File: config.mk
export PLATFORM = sky130hd
export DESIGN_NAME = cpu_result_tx
export DESIGN_NICKNAME = d
export VERILOG_FILES = /design/src/rtl/cpu_result_tx.sv
export SDC_FILE = /design/constraint.sdc
export NUM_CORES = 1
export LEC_CHECK = 0
export ABC_CLOCK_PERIOD_IN_PS = 2300
export CAP_MARGIN = 30
export CORE_MARGIN = 10
export CORE_UTILIZATION = 58
export DETAILED_ROUTE_END_ITERATION = 7
export DONT_BUFFER_PORTS = 1
export PLACE_DENSITY = 0.74
export SLEW_MARGIN = 0
export SYNTH_ARGS = -nofsm -noshare
export SYNTH_HDL_FRONTEND = slang
export SYNTH_SLANG_ARGS = --single-unit
File: constraint.sdc
create_clock -name clk -period 2.3 [get_ports clk]
set_input_delay 0.46 -clock clk [delete_from_list [all_inputs] [get_ports clk]]
set_output_delay 0.46 -clock clk [all_outputs]
set_load 0.02 [all_outputs]
File: src/rtl/cpu_result_tx.sv
// Serializes each captured {result, flags} word as a framed, even-parity bit stream on tx_out,
// with a one-deep holding buffer so the CPU never stalls on back-to-back results.
module cpu_result_tx #(
  parameter int DATA_W       = 8,
  parameter int FLAG_W       = 4,
  parameter int CLKS_PER_BIT = 1
) (
  input  logic              clk,
  input  logic              rst_n,
  input  logic              result_valid,
  input  logic [DATA_W-1:0] result,
  input  logic [FLAG_W-1:0] flags,
  input  logic              clear_overrun,
  output logic              tx_out,
  output logic              tx_busy,
  output logic              tx_done,
  output logic              overrun,
  output logic [7:0]        frame_cnt
);

  localparam int NB = DATA_W + FLAG_W;
  localparam int IW = $clog2(NB);
  localparam int TW = (CLKS_PER_BIT > 1) ? $clog2(CLKS_PER_BIT) : 1;
  localparam logic [TW-1:0] T_LAST = TW'(CLKS_PER_BIT - 1);
  localparam logic [TW-1:0] T_PEN  = TW'((CLKS_PER_BIT > 1) ? CLKS_PER_BIT - 2 : 0);

  typedef enum logic [2:0] {IDLE, START, DATA, PARITY, STOP} state_t;

  state_t          state_q;
  logic [TW-1:0]   timer_q;
  logic [IW-1:0]   idx_q;
  logic [NB-1:0]   shreg_q;
  logic            par_q;
  logic [NB-1:0]   buf_q;
  logic            buf_full_q;
  logic            tx_q, busy_q, done_q, overrun_q;
  logic [7:0]      cnt_q;

  logic            tick, leave_stop, at_gap, launch, buf_load, ovr_set;
  logic [NB-1:0]   in_word, launch_word;

  // A frame may only begin from IDLE or on the final edge of a stop bit.
  assign in_word     = {result, flags};
  assign tick        = (timer_q == T_LAST);
  assign leave_stop  = (state_q == STOP) && tick;
  assign at_gap      = (state_q == IDLE) || leave_stop;
  assign launch      = at_gap && (result_valid || buf_full_q);
  assign launch_word = buf_full_q ? buf_q : in_word;
  assign buf_load    = result_valid && (at_gap ? buf_full_q : !buf_full_q);
  assign ovr_set     = result_valid && !at_gap && buf_full_q;

  always_ff @(posedge clk or negedge rst_n) begin
    if (!rst_n) begin
      state_q    <= IDLE;
      timer_q    <= '0;
      idx_q      <= '0;
      buf_full_q <= 1'b0;
      tx_q       <= 1'b1;
      busy_q     <= 1'b0;
      done_q     <= 1'b0;
      overrun_q  <= 1'b0;
      cnt_q      <= 8'd0;
    end else begin
      timer_q    <= (state_q == IDLE || tick) ? '0 : timer_q + 1'b1;
      done_q     <= (state_q == PARITY && tick && CLKS_PER_BIT == 1) ||
                    (state_q == STOP && !tick && timer_q == T_PEN);
      buf_full_q <= at_gap ? (buf_full_q & result_valid) : (buf_full_q | result_valid);
      overrun_q  <= ovr_set | (overrun_q & ~clear_overrun);
      if (leave_stop) cnt_q <= cnt_q + 8'd1;

      if (launch) begin
        state_q <= START;
        tx_q    <= 1'b0;
        busy_q  <= 1'b1;
      end else begin
        case (state_q)
          START: if (tick) begin
            state_q <= DATA;
            idx_q   <= IW'(NB - 1);
            tx_q    <= shreg_q[NB-1];
          end
          DATA: if (tick) begin
            if (idx_q == '0) begin
              state_q <= PARITY;
              tx_q    <= par_q;
            end else begin
              idx_q <= idx_q - 1'b1;
              tx_q  <= shreg_q[NB-2];
            end
          end
          PARITY: if (tick) begin
            state_q <= STOP;
            tx_q    <= 1'b1;
          end
          STOP: if (tick) begin
            state_q <= IDLE;
            busy_q  <= 1'b0;
          end
          default: ;
        endcase
      end
    end
  end

  // Payload registers carry no reset; they are always reloaded before use.
  always_ff @(posedge clk) begin
    if (launch) begin
      shreg_q <= launch_word;
      par_q   <= ^launch_word;
    end else if (state_q == DATA && tick && idx_q != '0) begin
      shreg_q <= shreg_q << 1;
    end
    if (buf_load) buf_q <= in_word;
  end

  assign tx_out    = tx_q;
  assign tx_busy   = busy_q;
  assign tx_done   = done_q;
  assign overrun   = overrun_q;
  assign frame_cnt = cnt_q;

endmodule

Word-level counts from Yosys, hierarchy flattened --
Cells that the tools add are included.
Word-level totals: flip-flop bits (word level) 46, output and inout port bits 12, memories 0, memory bits (read-only) 0, RAM bits 0, input port bits 16, latch bits 0
Cells by class: bitwise logic cells 7, equal/unequal tests 13, reductions and logical operators 29, divide/modulo/power cells 0, $mul 0, $lt $le $gt $ge 0, shift operators 0, multiplexer cells 26, add/sub/neg operators 3
Operators with widths (count):
- 2-to-1 mux 12 bit | 3
- 2-to-1 mux 3 bit | 6
- != test 3 bit, second input constant | 5
- 2-to-1 mux 4 bit | 3
- one-hot mux 3 bit (4 select lines) | 1
- XOR reduction 12 bit | 1
- 2-to-1 mux 1 bit | 11
- logical AND 1 bit | 10
- adder 8 x 1 -> 8 bit, second input constant | 1
- one-hot mux 4 bit (2 select lines) | 1
- nonzero test 4 bit | 2
- == test 3 x 2 -> 1 bit, second input constant | 2
- != test 2 bit, second input constant | 3
- AND reduction 6 bit | 1
- nonzero test 2 bit | 3
- AND reduction 5 bit | 1
- nonzero test 5 bit | 1
- zero test 4 bit | 1
- logical OR 1 bit | 4
- AND reduction 4 bit | 1
- subtractor 4 x 1 -> 4 bit, second input constant | 1
- == test 3 x 1 -> 1 bit, second input constant | 1
- == test 3 bit, second input constant | 1
- zero test 3 bit | 1
- other kinds (8) | 13

Longest topological paths before layout --
word-level depth 7, depth in mapped cells 6, mapped depth without buffers 6

Worst setup path before layout --
OpenSTA, ideal clock, no wires.
path kind register -> register, start point reg state_q[2], end point reg shreg_q[0] (enable), setup time 321 ps, cell stages (with the launch flop) 5, required time 1979 ps, arrival 1387 ps, slack 592 ps, path through dfrtp_1 > buf_2 > or3b_1 > nor3_1 > or2_2
On the way: word-level cells in the longest chain between the ends 5, elaborated cells on any way between the ends 9
RTL lines:
- start, declared | line 29 | state_t state_q;
- start signal, assigned | line 54 | state_q <= IDLE;
- start signal, assigned | line 72 | state_q <= START;
- start signal, assigned | line 78 | state_q <= DATA;
- == test 3 bit | line 45 | assign leave_stop = (state_q == STOP) && tick;
- logical AND 1 bit | line 45
- logical OR 1 bit | line 46 | assign at_gap = (state_q == IDLE) || leave_stop;
- logical AND 1 bit | line 47 | assign launch = at_gap && (result_valid || buf_full_q);
- nonzero test 2 bit (no line) *
- end signal, assigned | line 108 | shreg_q <= launch_word;
- end signal, assigned | line 111 | shreg_q <= shreg_q << 1;
- end, declared | line 32 | logic [NB-1:0] shreg_q;
Every way passes the cells marked *; elsewhere a longest branch is shown, timed or not. A chain may end at the register's enable or synchronous reset.

Final worst setup path --
start point reg state_q[0], end point reg shreg_q[7] (enable)
Same word-level chain as after synthesis.

==> metrics.md <==
| Metric | Value |
|---|---|
| Post-synthesis sequential area ratio | `~56%` |
| Drt first pass iters | `4` |
| Syn. warnings | `0` |
| Worst hold slack | `0.241 ns` |
| Finish-stage setup viols | `0` |
| TritonCTS clock tree | `built` |
| Core Area | `approximately 3700 um^2` |
| Leak pwr | `roughly 1.1 nW` |
| Total via count in the routed design | `1343` |
| FILL cells | `285` |
| Placed Cells | `between 200 and 250` |
| Post-route total power | `3.26 mW` |
| # hold bufs at CTS | `1` |
| Post-CTS Setup Bufs | `0` |
| 1st-iter DRT viols | `90` |
| Critical Path RT | `2.29 ns` |
| Count of cell types in the netlist | `44` |
| CTS sink cnt | `46` |
| Placer Congestion | `0.891` |
| Grt total ovfl | `0` |
| Seq cells post-synth | `46` |
| Drt total wl | `between 3 and 4 mm` |
| Crit Path Max Fanout | `12` |
| Crit start category | `register` |
| I/O pins | `28` |
| Clock Latency Late Sink | `0.30 ns` |
| Initial antenna violation count | `0` |
| Std-Cell Rows | `22` |
| Status | `complete, no violations` |
| Die area | `6820 um^2` |
| Area growth syn-to-layout | `6.93%` |
| Tot GR Track Use | `12.9%` |
| DP Area | `2310 um^2` |
| Core Util, Final | `65.4%` |
| Worst slack at placement | `0.378 ns` |
| Maximum buffer depth of the clock tree | `2` |
| Post-DR wirelength/cell | `16.3 um` |
| CTS H-tree lvls | `2` |
| Syn Std Cell Area | `around 2300 um^2` |
| Top FF cell, synth | `edfxtp_1` |
| HP Class | `in -> reg` |
| Ys async rst share | `45.7%` |
| Vias in the first global route | `1376` |
| Antenna Violating Nets Remaining | `0` |
| N_diodes | `0` |
| Critical path arrival | `roughly 1.9 ns` |
| Kind of critical path | `reg -> reg` |
| Hold path start | `clear_overrun` |
| Final Non-Filler Cells | `240` |
| Setup ws final | `0.364 ns` |
| Reg2reg start | `state_q[0]` |
| Final Cell Area | `roughly 2400 um^2` |
| Clock-pin slew on the worst setup and hold paths | `0.08 ns` |
| Fin crit period | `1.94 ns` |
| EDFF count, synth | `25` |
| DPL Wire Length | `between 2 and 3 mm` |
| Die Wd | `82.6 um` |
| Final Hold Fails | `0` |
| Synthesized instance count | `186` |
| Relative slew margins | `~58%` |
| Routed vias/inst | `5.60` |
| Critical Path Start | `state_q[0]` |
| Number of remaining DRC errors | `0` |
| First-pass GRT wire length | `6.69 mm` |
| Root cell of the clock tree | `clkbuf_8` |
| Multi-input gate area | `920 um^2` |
| Setup TNS | `0 ns` |
| Max VDD drop | `711 uV` |
| Total CTS buffers | `5` |
| Max-Cap Viols | `0` |
| Die Span Y | `82.6 um` |
| Final Skew | `0.00828 ns` |
| Unrepaired setup endpoints after global routing | `no` |
| Fraction of the cycle the final worst path needs | `a little over four fifths` |
| Fmax | `516 MHz` |
| Pins Over Slew Limit | `0` |
| Reg area | `about 1300 um^2` |
| Syn Area/Cell | `12.2 um^2` |
| Fin nets | `210` |
| Worst setup EP type | `register` |
| Cells resized by post-CTS repair | `0` |
| Synth Net Count | `~210` |
| Initial Utilization | `61.2%` |
| Worst Max-Slew Pin Slew | `about 0.63 ns` |
| R2R setup slack | `approximately 0.36 ns` |
| Cell Pwr Density | `1340 nW/um^2` |
| Largest net degree at the start of global routing | `26` |
| Port bufs | `0` |
| Share of cells above drive strength 1 | `12.0%` |
## routing by layer
| metal | track usage [%] | vias up | wire length, um |
|---|---|---|---|
| met1 | 14.9 | 641 | 1650 |
| met3 | 5.94 | 7 | 296 |
| met4 | 4.52 | 0 | 63 |
| li1 | - | 667 | - |
| met5 | 0 | - | 0 |
| met2 | 20.5 | 28 | 1890 |
## area by class of cell
| type | instances | share of cell area, % |
|---|---|---|
| sequential | 46 | 52.5 |
| clock buffer | 6 | 2.99 |
| inverter | 6 | 0.926 |
| timing repair buffer | 6 | 2.68 |
| multi-input combinational | 126 | 37.8 |
| clock inverter | 2 | 0.566 |
| tap | 48 | 2.47 |
## kinds of logic after synthesis
logic type / share of synthesized area (%)
mux: 8.42
buf+inv: 3.36
fa+ha+maj: 1.65
other cells: 0.165
flops: 56.2
compound gates: 8.20
xor+xnor: 10.2
simple gates: 11.8
## cell usage in the layout, fill, tap and decap left out, types with 2 or more instances in the layout
master and count:
inv_1 5, mux2i_1 18, edfxtp_1 25, nor3_1 2
nand2_1 18, o21ai_0 16, ha_1 3, clkbuf_8 5
a21oi_1 7, nand4_1 2, nor2_1 5, nand2b_1 2
xor2_1 15, and3_1 4, nand3_1 3, buf_4 4
dfrtp_1 20, xnor2_1 9
## flip-flops by register name, summed over array words and instances, names as in the netlist
register / flops
buf_q: 12
shreg_q: 12
par_q: 1
tx_done: 1
state_q: 3
timer_q: 1
tx_busy: 1
idx_q: 4
tx_out: 1
frame_cnt: 8
buf_full_q: 1
overrun: 1
## Yosys cell counts, drive strengths merged (2+ instances only)
library cell	number	area share [%]
dfrtp	20	22
ha	3	1.7
inv	6	0.99
xnor2	9	3.5
nand4	2	0.55
o21ai	17	3.7
a21oi	7	1.5
nand2b	2	0.55
xor2	15	5.8
nor2	5	0.83
o22ai	2	0.83
and3	5	1.4
mux2i	18	7.9
nand3	4	1.1
edfxtp	25	33
or3b	2	0.77
nand2	18	3.0
nor3	2	0.44
buf	7	2.2
## path summary, 6_finish.rpt
kind,to,cells after the start
max reg2reg,shreg_q[7],3
min in group asynchronous,state_q[0],2
min reg2reg,idx_q[0],1
max,shreg_q[7],3
min,overrun,1
max in group asynchronous,tx_out,2
## power breakdown
group / total [mW] / internal [mW] / switching [mW] / leakage [nW]
logic: 1.12 / 0.555 / 0.564 / 0.549
clock network: 0.483 / 0.214 / 0.268 / 0.0452
registers: 1.65 / 1.30 / 0.351 / 0.487
## critical path, cell delays in order (launching register included)
cell,delay [ns]
dfrtp_1,0.51
or3b_1,0.44
nor3_1,0.30
or2_2,0.37
No activity file was read; power rests on OpenSTA's default activity.
